==> src/rtl/debug_scan_ctrl.sv <==
// debug_scan_ctrl: walks every debug-mux source (lo byte, then hi byte) and streams the sampled bytes out.
// Latency: start to first tx_valid is SETTLE+1 cycles; at least one idle cycle between bytes.
// Backpressure: the byte on tx_data is held with mux select stable until tx_valid && tx_ready.
// Optional: define DEBUG_SCAN_CSUM_EN to append an 8-bit mod-256 sum byte to every frame.
module debug_scan_ctrl #(
  parameter int NUM_SRC = 8,
  parameter int SEL_W   = 3,
  parameter int SETTLE  = 1
) (
  input  logic             clk,
  input  logic             rst_n,
  input  logic             start,
  input  logic             continuous,
  output logic [SEL_W-1:0] dbg_sel,
  output logic             dbg_high,
  input  logic [7:0]       dbg_byte,
  output logic [7:0]       tx_data,
  output logic             tx_valid,
  input  logic             tx_ready,
  output logic             busy,
  output logic             frame_done
);

  localparam int                 IDX_W       = SEL_W + 1;
  localparam logic [IDX_W-1:0]   LAST_IDX    = IDX_W'(2 * NUM_SRC - 1);
  localparam int                 CNT_W       = (SETTLE > 1) ? $clog2(SETTLE) : 1;
  localparam logic [CNT_W-1:0]   SETTLE_LAST = CNT_W'(SETTLE - 1);

  typedef enum logic [2:0] {
    S_IDLE,
    S_SETUP,
    S_SEND,
`ifdef DEBUG_SCAN_CSUM_EN
    S_CSUM,
`endif
    S_DONE
  } state_t;

  state_t           state;
  logic [IDX_W-1:0] idx;
  logic [IDX_W-1:0] idx_nxt;
  logic [CNT_W-1:0] settle_cnt;
`ifdef DEBUG_SCAN_CSUM_EN
  logic [7:0]       sum;
`endif

  // Byte index k maps to source k>>1, half k[0].
  assign idx_nxt = idx + IDX_W'(1);

  // Scan sequencer: all outputs are registered alongside the state.
  always_ff @(posedge clk or negedge rst_n) begin
    if (!rst_n) begin
      state      <= S_IDLE;
      idx        <= '0;
      settle_cnt <= '0;
      dbg_sel    <= '0;
      dbg_high   <= 1'b0;
      tx_data    <= 8'h00;
      tx_valid   <= 1'b0;
      busy       <= 1'b0;
      frame_done <= 1'b0;
`ifdef DEBUG_SCAN_CSUM_EN
      sum        <= 8'h00;
`endif
    end else begin
      frame_done <= 1'b0;
      case (state)
        S_IDLE: begin
          if (start) begin
            state      <= S_SETUP;
            busy       <= 1'b1;
            idx        <= '0;
            settle_cnt <= '0;
            dbg_sel    <= '0;
            dbg_high   <= 1'b0;
`ifdef DEBUG_SCAN_CSUM_EN
            sum        <= 8'h00;
`endif
          end
        end

        // Hold the select for SETTLE cycles, then capture the mux byte.
        S_SETUP: begin
          if (settle_cnt == SETTLE_LAST) begin
            tx_data  <= dbg_byte;
            tx_valid <= 1'b1;
            state    <= S_SEND;
`ifdef DEBUG_SCAN_CSUM_EN
            sum      <= sum + dbg_byte;
`endif
          end else begin
            settle_cnt <= settle_cnt + CNT_W'(1);
          end
        end

        S_SEND: begin
          if (tx_valid && tx_ready) begin
            tx_valid <= 1'b0;
            if (idx != LAST_IDX) begin
              idx        <= idx_nxt;
              dbg_sel    <= idx_nxt[SEL_W:1];
              dbg_high   <= idx_nxt[0];
              settle_cnt <= '0;
              state      <= S_SETUP;
            end else begin
`ifdef DEBUG_SCAN_CSUM_EN
              state      <= S_CSUM;
`else
              state      <= S_DONE;
              frame_done <= 1'b1;
`endif
            end
          end
        end

`ifdef DEBUG_SCAN_CSUM_EN
        // First cycle presents the sum (tx_valid was dropped by the last handshake).
        S_CSUM: begin
          if (!tx_valid) begin
            tx_data  <= sum;
            tx_valid <= 1'b1;
          end else if (tx_ready) begin
            tx_valid   <= 1'b0;
            state      <= S_DONE;
            frame_done <= 1'b1;
          end
        end
`endif

        // frame_done is high for this single cycle; continuous decides restart.
        S_DONE: begin
          if (continuous) begin
            state      <= S_SETUP;
            idx        <= '0;
            settle_cnt <= '0;
            dbg_sel    <= '0;
            dbg_high   <= 1'b0;
`ifdef DEBUG_SCAN_CSUM_EN
            sum        <= 8'h00;
`endif
          end else begin
            state <= S_IDLE;
            busy  <= 1'b0;
          end
        end

        default: begin
          state    <= S_IDLE;
          busy     <= 1'b0;
          tx_valid <= 1'b0;
        end
      endcase
    end
  end

endmodule

==> config.mk <==
export PLATFORM = sky130hd
export DESIGN_NAME = debug_scan_ctrl
export DESIGN_NICKNAME = d
export VERILOG_FILES = /design/src/rtl/debug_scan_ctrl.sv
export SDC_FILE = /design/constraint.sdc
export NUM_CORES = 1
export LEC_CHECK = 0
export CORE_UTILIZATION = 30
export CTS_BUF_LIST = sky130_fd_sc_hd__clkbuf_16
export DETAILED_ROUTE_END_ITERATION = 16
export PLACE_DENSITY = 0.67
export SKIP_CTS_REPAIR_TIMING = 1
export SYNTH_ARGS = -nofsm -noshare
export SYNTH_HDL_FRONTEND = slang
export SYNTH_SLANG_ARGS = --single-unit
==> constraint.sdc <==
create_clock -name clk -period 4.3 [get_ports clk]
set_input_delay 0.86 -clock clk [delete_from_list [all_inputs] [get_ports clk]]
set_output_delay 0.86 -clock clk [all_outputs]
set_load 0.01 [all_outputs]
==> results of run 1 <==
power by group through the flow:
stage,clock (mW),combinational [mW],sequential (mW)
2_1_floorplan,0,0.235,0.293
3_3_place_gp,0,0.405,0.270
3_5_place_dp,0,0.408,0.273
4_1_cts,0.188,0.411,0.272
5_1_grt,0.194,0.440,0.279
6_report,0.180,0.404,0.271
cell usage after synthesis, drive strengths merged:
| cell | instances | share of area [%] |
|---|---|---|
| nor4 | 1 | 0.73 |
| nor2 | 3 | 1.3 |
| nand4 | 1 | 0.73 |
| a41o | 1 | 1.3 |
| o41ai | 2 | 2.0 |
| mux2 | 10 | 13 |
| nand3 | 2 | 1.2 |
| inv | 6 | 2.6 |
| a31oi | 2 | 1.5 |
| a21boi | 1 | 2.2 |
| mux2i | 1 | 1.2 |
| a2bb2oi | 1 | 1.0 |
| ha | 5 | 7.3 |
| or2b | 2 | 1.9 |
| or4 | 1 | 1.3 |
| nand3b | 2 | 1.7 |
| o311ai | 1 | 1.0 |
| and2b | 2 | 1.9 |
| a21oi | 3 | 1.7 |
| dfrtp | 17 | 49 |
| o211ai | 1 | 0.87 |
| buf | 2 | 2.6 |
| nand2 | 3 | 1.3 |
cells by family after synthesis:
group,share of synthesized area [%]
fa+ha+maj,7.28
buf+inv,5.24
compound gates,11.6
simple gates,12.1
flops,49.5
mux,14.3
final cells by class:
cell class,count,area share [%]
Inverter,6,1.84
Multi-Input combinational cell,45,31.8
Clock inverter,1,0.306
Timing Repair Buffer,27,22.1
Tap cell,31,3.17
Sequential cell,17,34.7
Clock buffer,3,6.13
metal layers:
metal  track usage (%)  vias to the layer above  share of wire [%]
met3              6.09                        4                9.4
met5                 0                        -                  0
met1              13.9                      298                 42
li1                  -                      311                  -
met2              19.8                       27                 47
met4              5.36                        0                1.1
critical path, stage by stage:
cell and delay (ns):
clkdlybuf4s50_1 0.48, and2b_1 0.23, nor4_1 0.45, mux2_2 0.39
flip-flops by register name (all words and copies together), names as in the netlist:
name / flops
tx_valid: 1
dbg_sel: 3
state: 2
tx_data: 8
busy: 1
idx: 1
frame_done: 1
path summary, 6_finish.rpt:
check	depth (start not counted)	to	from
max reg2reg	5	idx[0]	state[1]
min	1	tx_data[4]	tx_data[4]
max	4	idx[0]	start
min in group asynchronous	1	idx[0]	rst_n
max in group asynchronous	1	dbg_sel[2]	rst_n
min reg2reg	1	tx_data[4]	tx_data[4]
==> reports/results.txt, run 1 <==
CTS tree -> built
Post-route DRC violation count -> 0
CTS sink cnt -> 17
Via count -> 640
PortBufs -> 27
Final ANT Viol Nets -> 0
Reg2Reg Setup Slack -> 2.31 ns
Core ar. -> 2730 sq um
Fill cells -> 241
Post-synthesis cell count -> 70
Crit-path max FO -> 5
Root Driver -> clkbuf_16
Initial Utilization -> 31.4%
Clock Latency Late Sink -> 0.25 ns
Reg area -> 425 sq um
Vias in the first global route -> 651
Antenna violations before repair -> 0
Vias per inst -> 4.92
First drt pass iteration count -> 4
Grt ovf -> 0
Boundary Pins -> 28
Placed inst area -> 1150 sq um
Internal -> 0.582 mW
Mapped Nets -> 88
FMAX -> 439 MHz
Clock skew -> 0.00244 ns
Finished Layout Cells -> 130
Tmin final -> 2.28 ns
Pre-CTS setup slack -> 1.77 ns
Finish-stage setup viols -> 0
YS warnings -> 0
CP Capture Type -> flop
Diode count -> 0
Largest net degree at the start of global routing -> 18
Comb power frac -> 47.3%
Switch share -> 31.9%
Status -> finished clean
Die width -> 55.5 um
#FFs+latches synth -> 17
Area of the multi-input gates -> 389 sq um
Clock tree buffer depth -> 2
Synth unique cells -> 25
Peak supply drop -> 0.551 mV
Crit path launch type -> input port
Crit path required time -> 4.43 ns
Die Ht -> 55.5 um
Rows -> 19
Critical Path AT -> 2.41 ns
Switching pwr -> 0.273 mW
Initial drt markers -> 3
# H-tree levels -> 1
Clock network power share -> 21.1%
Avg WL per Cell -> 12.9 um
Sequential area share after synthesis -> 49.5%
PwrDens -> 698 nW/um^2
Rel. slew slack -> 51.1%
Avg Cell Area, Syn -> 12.3 sq um
Die area -> 3080 sq um
Leakage -> 0.522 nW
WS Path Type -> input port to flop
Setup TNS -> 0 ns
Design Area, Final -> 1220 sq um
Pwr Total -> 0.855 mW
Share of layout cells above drive strength 1 -> 18.2%
Fin nets -> 118
Slew Limit Fails -> 0
Gr usage total -> 12.4%
Post-layout util -> 44.8%
HPWL after DPL -> 1.29 mm
Area Overhead vs Synth -> 42.5%
Final period util -> 52.9%
Final Hold Viols -> 0
Most common cell after layout, fill and taps aside -> clkdlybuf4s50_1
Inserted Clock Buffers -> 3
Most frequent cells in the layout -> clkdlybuf4s50_1 (27), dfrtp_1 (17), mux2_2 (10)
CTS clk-pin slew, worst paths -> 0.05 ns
Flop pwr share -> 31.7%
DRT Wirelength -> 1.68 mm
Hold slack -> 0.505 ns
RSZ-0062 raised after global routing -> false
Worst min path class -> flop to flop
Placed Instances -> 126
PnR worst setup slack -> 2.02 ns
Cell area after synthesis -> 860 sq um
Max-cap violations -> 0
Gpl congestion -> 0.750
Global-route wire length before repair -> 2.88 mm
Actual slew at the worst max-slew pin -> 0.731 ns
(Power assumes the default switching activity.)
==> run 2: changes to the inputs <==
--- a/config.mk
+++ b/config.mk
@@ -8,7 +8,7 @@
 export CORE_UTILIZATION = 30
 export CTS_BUF_LIST = sky130_fd_sc_hd__clkbuf_16
 export DETAILED_ROUTE_END_ITERATION = 16
-export PLACE_DENSITY = 0.67
+export PLACE_DENSITY = 0.69
 export SKIP_CTS_REPAIR_TIMING = 1
 export SYNTH_ARGS = -nofsm -noshare
 export SYNTH_HDL_FRONTEND = slang
==> constraint.sdc (replaced) <==
create_clock -name clk -period 1.95 [get_ports clk]
set_input_delay 0.39 -clock clk [delete_from_list [all_inputs] [get_ports clk]]
set_output_delay 0.39 -clock clk [all_outputs]
set_load 0.01 [all_outputs]
==> run 2 against run 1 <==
Design area grew 6.1%; largest cell class unchanged; die area stayed put; total power up 140%; core utilization is 2.7 points higher; non-clock buffer count grew 10; sequential power up 120%; worst setup slack got worse by 1.9 ns; sequential cell count did not move; register-to-register slack got worse by 2.2 ns; critical path type is now flop to flop; routed wire length increased by 15%; final cell count is 7.7% higher; clock skew shrank 0.0015 ns.
==> reports/results.txt, run 2 (same netlist as run 1, synthesis figures left out) <==
Vias per inst -> 4.89 (-0.61%)
Worst min path class -> input port to async pin
# H-tree levels -> 1 (unchanged)
Clock Latency Late Sink -> 0.25 ns (about the same)
Final ANT Viol Nets -> 0 (unchanged)
Worst R2R Start -> state[0]
Initial drt markers -> 15 (+12)
Rel. slew slack -> 80.4% (+29 points)
Crit path launch type -> flop
DRT Wirelength -> 1.93 mm (+15%)
Initial Utilization -> 31.4% (unchanged)
Pre-CTS setup slack -> -0.0589 ns (-1.83 ns)
Max reg flops -> 8 (unchanged)
Tmin final -> 1.85 ns
First drt pass iteration count -> 4 (unchanged)
Buf/Inv on CP -> 1 (unchanged)
Critical Path AT -> 2.00 ns (-0.41 ns)
Root Driver -> clkbuf_16
R2R cell count -> 5 (unchanged)
CTS tree -> built
Clock skew -> 0.000965 ns (-0.00147 ns)
Crit-path max FO -> 6 (+1)
Final Hold Viols -> 0 (unchanged)
Die width -> 55.5 um (unchanged)
WS Path Type -> flop to flop
Gr usage total -> 13.6% (+1.2 points)
Largest net degree at the start of global routing -> 18 (unchanged)
Global-route wire length before repair -> 3.17 mm (+10%)
CTS clk-pin slew, worst paths -> 0.05 ns (about the same)
CTS sink cnt -> 17 (unchanged)
Boundary Pins -> 28 (unchanged)
Critical path origin -> state[0]
Fin nets -> 128 (+8.5%)
PwrDens -> 1560 nW/um^2 (+120%)
Rows -> 19 (unchanged)
Inserted Clock Buffers -> 3 (unchanged)
PnR worst setup slack -> 0.101 ns (-1.92 ns)
Placed inst area -> 1220 sq um (+6.6%)
Reg2Reg Setup Slack -> 0.10 ns (-2.21 ns)
Most frequent cells in the layout -> clkdlybuf4s50_1 (27), dfrtp_1 (17), mux2_2 (10), buf_4 (10), inv_1 (7)
Avg WL per Cell -> 13.8 um (+7.0%)
Area Overhead vs Synth -> 51.2%
HPWL after DPL -> 1.40 mm (+7.9%)
Critical path depth -> 5 (+1)
Gpl congestion -> 0.741 (-1.1%)
Crit path required time -> 2.10 ns (-2.33 ns)
Slowest cell delay on critical path -> 0.54 ns (+0.06 ns)
CP Cell Sequence -> inv_1, ha_1, a21boi_4, or4_4, o311ai_1
Via count -> 685 (+7.0%)
Top delay family on crit path -> simple AND/OR/NAND/NOR gates
CP Capture Type -> flop
Core ar. -> 2730 sq um (unchanged)
Vias in the first global route -> 732 (+12%)
Actual slew at the worst max-slew pin -> 0.290 ns (-0.441 ns)
RSZ-0062 raised after global routing -> false
Die area -> 3080 sq um (unchanged)
Largest Register -> tx_data
Largest regs -> tx_data x8, dbg_sel x3, state x2
Leakage -> 0.573 nW (+9.7%)
Finish-stage setup viols -> 0 (unchanged)
Grt ovf -> 0 (unchanged)
Peak supply drop -> 0.818 mV (+48%)
Diode count -> 0 (unchanged)
Slowest-stage cell, CP -> or4_4
FMAX -> 541 MHz
PortBufs -> 27 (unchanged)
Die Ht -> 55.5 um (unchanged)
Design Area, Final -> 1300 sq um (+6.1%)
Share of layout cells above drive strength 1 -> 25.7% (+7.5 points)
Status -> finished clean
Antenna violations before repair -> 0 (unchanged)
Max-cap violations -> 0 (unchanged)
Clock tree buffer depth -> 2 (unchanged)
Slew Limit Fails -> 0 (unchanged)
Most common cell after layout, fill and taps aside -> clkdlybuf4s50_1
Final period util -> 94.8%
Post-route DRC violation count -> 0 (unchanged)
[run 2: changes by cell type in the layout (fill, tap and decap cells not counted)]
| cell | before | now |
|---|---|---|
| buf_4 | 0 | 10 |
[run 2: final timing paths]
kind / endpoint
worst max-delay path: dbg_sel[2]
worst min-delay path: tx_data[4]
worst max register to register: dbg_sel[2]
worst min register to register: tx_data[0]
max in group asynchronous: idx[0]
min in group clk: tx_data[0]
[run 2: layout make-up]
type / count / area (sq um)
Timing Repair Buffer: 37 / 345
Tap cell: 31 / 38.8
Inverter: 6 / 22.5
Sequential cell: 17 / 425
Multi-Input combinational cell: 45 / 389
Clock inverter: 1 / 3.75
Fill cell: 240 / 1430
Clock buffer: 3 / 75.1
[run 2: layer usage]
layer  part of all wire (%)  GRT usage (%)  wire length [um]
met5                      0              0                 0
met4                    1.8           7.50                35
met3                    7.4           5.15               144
met2                     46           22.2               887
met1                     45           15.2               865
[run 2: where the power goes]
group / internal [mW] / switching [mW]
clock network: 0.273 / 0.138
logic: 0.602 / 0.417
registers: 0.497 / 0.0997
total: 1.37 / 0.654
[run 2: per-stage QoR]
step           power [mW]  hold slack (ns)  utilization (%)  setup TNS (ns)  std cells
2_1_floorplan        1.17           0.0944                -               0         70
3_3_place_gp         1.59            0.490             44.7         -0.0333        136
3_5_place_dp         1.61            0.496             44.7         -0.0982        136
4_1_cts              2.05            0.473             47.6               0        140
5_1_grt              2.16            0.511             47.6               0        140
6_report             2.03            0.465             47.6               0        140
==> run 3: changes to the inputs <==
--- a/config.mk
+++ b/config.mk
@@ -8,7 +8,7 @@
 export CORE_UTILIZATION = 30
 export CTS_BUF_LIST = sky130_fd_sc_hd__clkbuf_16
 export DETAILED_ROUTE_END_ITERATION = 16
-export PLACE_DENSITY = 0.69
+export PLACE_DENSITY = 0.67
 export SKIP_CTS_REPAIR_TIMING = 1
 export SYNTH_ARGS = -nofsm -noshare
 export SYNTH_HDL_FRONTEND = slang
==> constraint.sdc (replaced) <==
create_clock -name clk -period 2.1 [get_ports clk]
set_input_delay 0.42 -clock clk [delete_from_list [all_inputs] [get_ports clk]]
set_output_delay 0.42 -clock clk [all_outputs]
set_load 0.01 [all_outputs]
==> run 3 against run 2 <==
Routed wire length fell by 2.6%; largest cell class unchanged; count of clock-buffer cells in the layout did not move; combinational power fell by 14%; first-iteration DRC count fell by 53%; non-clock buffer count fell by 7; global-route usage fell by 0.23 points; via count fell by 3.5%; sequential share of layout area rose by 1.4 points; clock power fell by 6.8%; final cell count fell by 5.0%; sequential power fell by 6.5%; hold slack improved by 0.028 ns; critical path type unchanged.
==> reports/results.txt, run 3 (same netlist as run 1, synthesis figures left out) <==
Slew Limit Fails -> 0 (unchanged)
Share of layout cells above drive strength 1 -> 20.6% (-5.1 points)
Die area -> 3080 sq um (unchanged)
PortBufs -> 27 (unchanged)
Grt ovf -> 0 (unchanged)
Clock skew -> 0.00567 ns (+0.00470 ns)
# H-tree levels -> 1 (unchanged)
Rel. slew slack -> 74.7% (-5.7 points)
Reg2Reg Setup Slack -> 0.20 ns (+0.10 ns)
Area Overhead vs Synth -> 45.1%
Finish-stage setup viols -> 0 (unchanged)
CP Capture Type -> flop
Vias in the first global route -> 676 (-7.7%)
Largest net degree at the start of global routing -> 18 (unchanged)
Max reg flops -> 8 (unchanged)
Via count -> 661 (-3.5%)
Final Hold Viols -> 0 (unchanged)
Most frequent cells in the layout -> clkdlybuf4s50_1 (27), dfrtp_1 (17), mux2_2 (10)
CTS clk-pin slew, worst paths -> 0.05 ns (about the same)
Crit path launch type -> flop
Fill cells -> 247 (+2.9%)
PwrDens -> 1460 nW/um^2 (-6.6%)
Actual slew at the worst max-slew pin -> 0.376 ns (+0.0852 ns)
Gr usage total -> 13.4% (-0.23 points)
Boundary Pins -> 28 (unchanged)
Initial Utilization -> 31.4% (unchanged)
Final ANT Viol Nets -> 0 (unchanged)
WS Path Type -> flop to flop
Clock tree buffer depth -> 2 (unchanged)
Initial drt markers -> 7 (-8)
Peak supply drop -> 1.14 mV (+39%)
HPWL after DPL -> 1.35 mm (-3.0%)
RSZ-0062 raised after global routing -> false
Final period util -> 90.6% (-4.2 points)
Largest Register -> tx_data
Tmin final -> 1.90 ns (+0.0534 ns)
Crit path required time -> 2.26 ns (+0.16 ns)
Area of the multi-input gates -> 389 sq um (unchanged)
Leakage -> 0.537 nW (-6.3%)
Antenna violations before repair -> 0 (unchanged)
Diode count -> 0 (unchanged)
Hold slack -> 0.492 ns (+0.0278 ns)
CTS tree -> built
Setup TNS -> 0 ns (unchanged)
Clock Latency Late Sink -> 0.25 ns (about the same)
Reg area -> 425 sq um (unchanged)
Inserted Clock Buffers -> 3 (unchanged)
Core ar. -> 2730 sq um (unchanged)
Die width -> 55.5 um (unchanged)
Rows -> 19 (unchanged)
Fin nets -> 121 (-5.5%)
Gpl congestion -> 0.684 (-7.7%)
Vias per inst -> 4.97 (+1.6%)
Crit-path max FO -> 10 (+4)
Root Driver -> clkbuf_16
Largest regs -> tx_data x8, dbg_sel x3, state x2
Global-route wire length before repair -> 3.06 mm (-3.7%)
Avg WL per Cell -> 14.2 um (+2.5%)
Most common cell after layout, fill and taps aside -> clkdlybuf4s50_1
FMAX -> 526 MHz (-2.8%)
Critical Path AT -> 2.06 ns (+0.06 ns)
DRT Wirelength -> 1.88 mm (-2.6%)
Status -> finished clean
Die Ht -> 55.5 um (unchanged)
First drt pass iteration count -> 3 (-1)
CTS sink cnt -> 17 (unchanged)
Post-route DRC violation count -> 0 (unchanged)
Pwr Total -> 1.82 mW (-10%)
Max-cap violations -> 0 (unchanged)
Worst min path class -> input port to async pin
## run 3: changes by cell type in the layout (fill, tap and decap cells not counted)
cell and delta:
buf_4 -7
## run 3: metrics by stage
step / util (%) / instance area, sq um / worst slack [ns] / instances
after global routing: 45.6 / 1250 / 0.0706 / 133
final: 45.6 / 1250 / 0.198 / 133
after detailed placement: 42.7 / 1170 / 0.0711 / 129
after floorplan: - / 860 / 0.293 / 70
after CTS: 45.6 / 1250 / 0.194 / 133
after global placement: 42.7 / 1170 / 0.0950 / 129
## run 3: final timing paths
path / endpoint / from / depth (start not counted)
setup / recovery: dbg_sel[2] / state[0] / 5
setup reg to reg: dbg_sel[2] / state[0] / 5
max in group asynchronous: tx_valid / rst_n / 2
hold reg to reg: tx_data[6] / tx_data[6] / 1
min in group clk: tx_data[6] / tx_data[6] / 1
hold / removal: dbg_sel[0] / rst_n / 2
## run 3: layout make-up
type                    count  area share [%]
clock buffers               3            6.02
clock inverters             1           0.301
inverters                   6            1.81
multi-input cells          45            31.2
flip-flops and latches     17            34.1
well taps                  31            3.11
repair buffers             30            23.5
## run 3: metal layers
layer  vias up  routed length, um  part of all wire [%]  GRT usage [%]
met5         -                  0                     0              0
met4         0                 30                   1.6           6.43
met3         5                169                   9.0           7.26
met2        27                866                    46           20.5
met1       315                816                    43           15.1
li1        314                  -                     -              -
## run 3: power breakdown
group          internal (mW)  total (mW)  switching, mW
Sequential             0.462       0.558         0.0963
Clock                  0.253       0.383          0.130
Combinational          0.508       0.875          0.367
Total                   1.22        1.82          0.594
## run 3: worst max-delay path: stages, from the launching register on
cell	delay [ns]
dfrtp_1	0.39
inv_1	0.08
ha_1	0.32
a21boi_4	0.20
or4_4	0.54
o311ai_1	0.27
==> RTL edit (settings of run 2) <==
The parameter `SEL_W` goes from 3 to 5.
--- a/src/rtl/debug_scan_ctrl.sv
+++ b/src/rtl/debug_scan_ctrl.sv
@@ -6,3 +6,3 @@
   parameter int NUM_SRC = 8,
-  parameter int SEL_W   = 3,
+  parameter int SEL_W   = 5,
   parameter int SETTLE  = 1
Ports: changed (resized dbg_sel); port bits go from 28 to 30. The function was not compared with the original's and may differ.
==> RTL edit against run 2 <==
Setup slack gained 0.013 ns; sequential cell count grew 2; largest cell class unchanged; area after synthesis grew 5.7%; final area grew 4.0%; critical path depth grew 1; wire length grew 0.47%; non-clock buffer count shrank 2; die area grew 5.5%; via count grew 12%; power shrank 5.0%; critical endpoint is now dbg_sel[1]; first-iteration DRC count shrank 6.7%.
==> RTL edit: results (changes against run 2) <==
reg_top3: "tx_data x8, dbg_sel x5, state x2"
syn_avg_cell_area_um2: 10.8  # -12%
first_global_vias: 759  # +3.7%
grt_usage_pct: 13.0  # -0.59 points
grt_pass1_wl_um: 3340  # +5.2%
leakagePower_uw: 0.000589  # +2.7%
skew_ns: 0.000762  # -0.000203 ns
synth_cell_type_count: 27  # +8.0%
vias: 765  # +12%
outcome: "finished, final reports clean"
synth-seq-area-share_pct: 52.3  # +2.9 points
synthAdderAreaFrac_pct: 6.89  # -0.39 points
drive_above_1_share_pct: 14.9  # -11 points
cts_max_path_buffers: 2  # unchanged
worstPathArrival_ns: 2.02  # +0.02 ns
synth_common_cells: "19 x dfrtp_1, 8 x mux2_2, 7 x inv_1, 7 x nand2_1, 6 x a21oi_1"
post-place-ws_ns: -0.0642  # -0.00525 ns
io_buffers: 29  # +7.4%
peakVddDrop_v: 0.000701  # -14%
fin_nets: 140  # +9.4%
synth-compound-area-share_pct: 13.8  # +2.1 points
hpwl_um: 1510  # +8.3%
antenna_cells: 0  # unchanged
root_buffer: "clkbuf_16"
totalWireLength_um: 1940  # +0.47%
dpl_cell_area_mm2: 0.00127  # +4.3%
grt_max_degree: 20  # +2
ys_top_cells_by_area: "dfrtp_1 52%, mux2_2 9.9%, ha_1 6.9%"
finalWeightedCongestion: 0.792  # +6.8%
top_register: "tx_data"
final_cells: 152  # +8.6%
worst_pin_slew_ns: 0.382  # +0.0918 ns
initialDrtViolationCount: 14  # -1
hp-class: "input port to async pin"
synth_fp_nets: 102  # +16%
worst-path-max-fanout: 6  # unchanged
async_reset_ff_share_pct: 100  # unchanged
synth.area.mux_share_pct: 9.92  # -4.3 points
fill_cells: 267  # +11%
RTL edit: worst paths after layout:
path | startpoint | end | slack (ns) | depth (start not counted)
setup / recovery | state[0] | dbg_sel[1] | 0.11 | 6
hold / removal | rst_n | tx_data[6] | 0.47 | 2
setup reg to reg | state[0] | dbg_sel[1] | 0.11 | 6
hold reg to reg | tx_data[2] | tx_data[2] | 0.51 | 1
max in group asynchronous | rst_n | dbg_sel[3] | 1.28 | 2
min in group clk | tx_data[2] | tx_data[2] | 0.51 | 1
RTL edit: layout make-up:
cell class	count	area (um^2)	share of cell area [%]
clock inverter	1	3.75	0.278
multi-input combinational	56	398	29.4
clock buffer	3	75.1	5.55
sequential	19	475	35.2
inverter	7	26.3	1.94
timing repair buffer	35	335	24.8
tap	31	38.8	2.87
RTL edit: critical path, stage by stage, from the launching register on:
cell	delay (ns)
dfrtp_1	0.41
ha_1	0.23
nor2b_1	0.15
a2111o_1	0.42
buf_4	0.17
o32ai_1	0.28
a21o_1	0.12
RTL edit: logic make-up (layout without fill, tap and decap cells):
family                   after synthesis  after routing
buffers and inverters                  9             46
adder cells (fa/ha/maj)                5              5
flip-flops                            19             19
AND/OR/NAND/NOR                       23             23
AO/OA/AOI/OAI                         20             20
multiplexers                           8              8
RTL edit: report_power, final:
group / internal, uW / switching [uW]
logic: 487 / 403
clock network: 272 / 137
registers: 537 / 89.4
RTL edit: per-layer routing:
layer | part of all wire (%) | up-vias | wire length [um] | track usage, %
met5 | 0 | - | 0 | 0
met1 | 42 | 361 | 813 | 16.2
met4 | 0.21 | 0 | 4 | 4.18
met2 | 51 | 28 | 991 | 22.0
met3 | 6.8 | 2 | 133 | 3.40
li1 | - | 374 | - | -
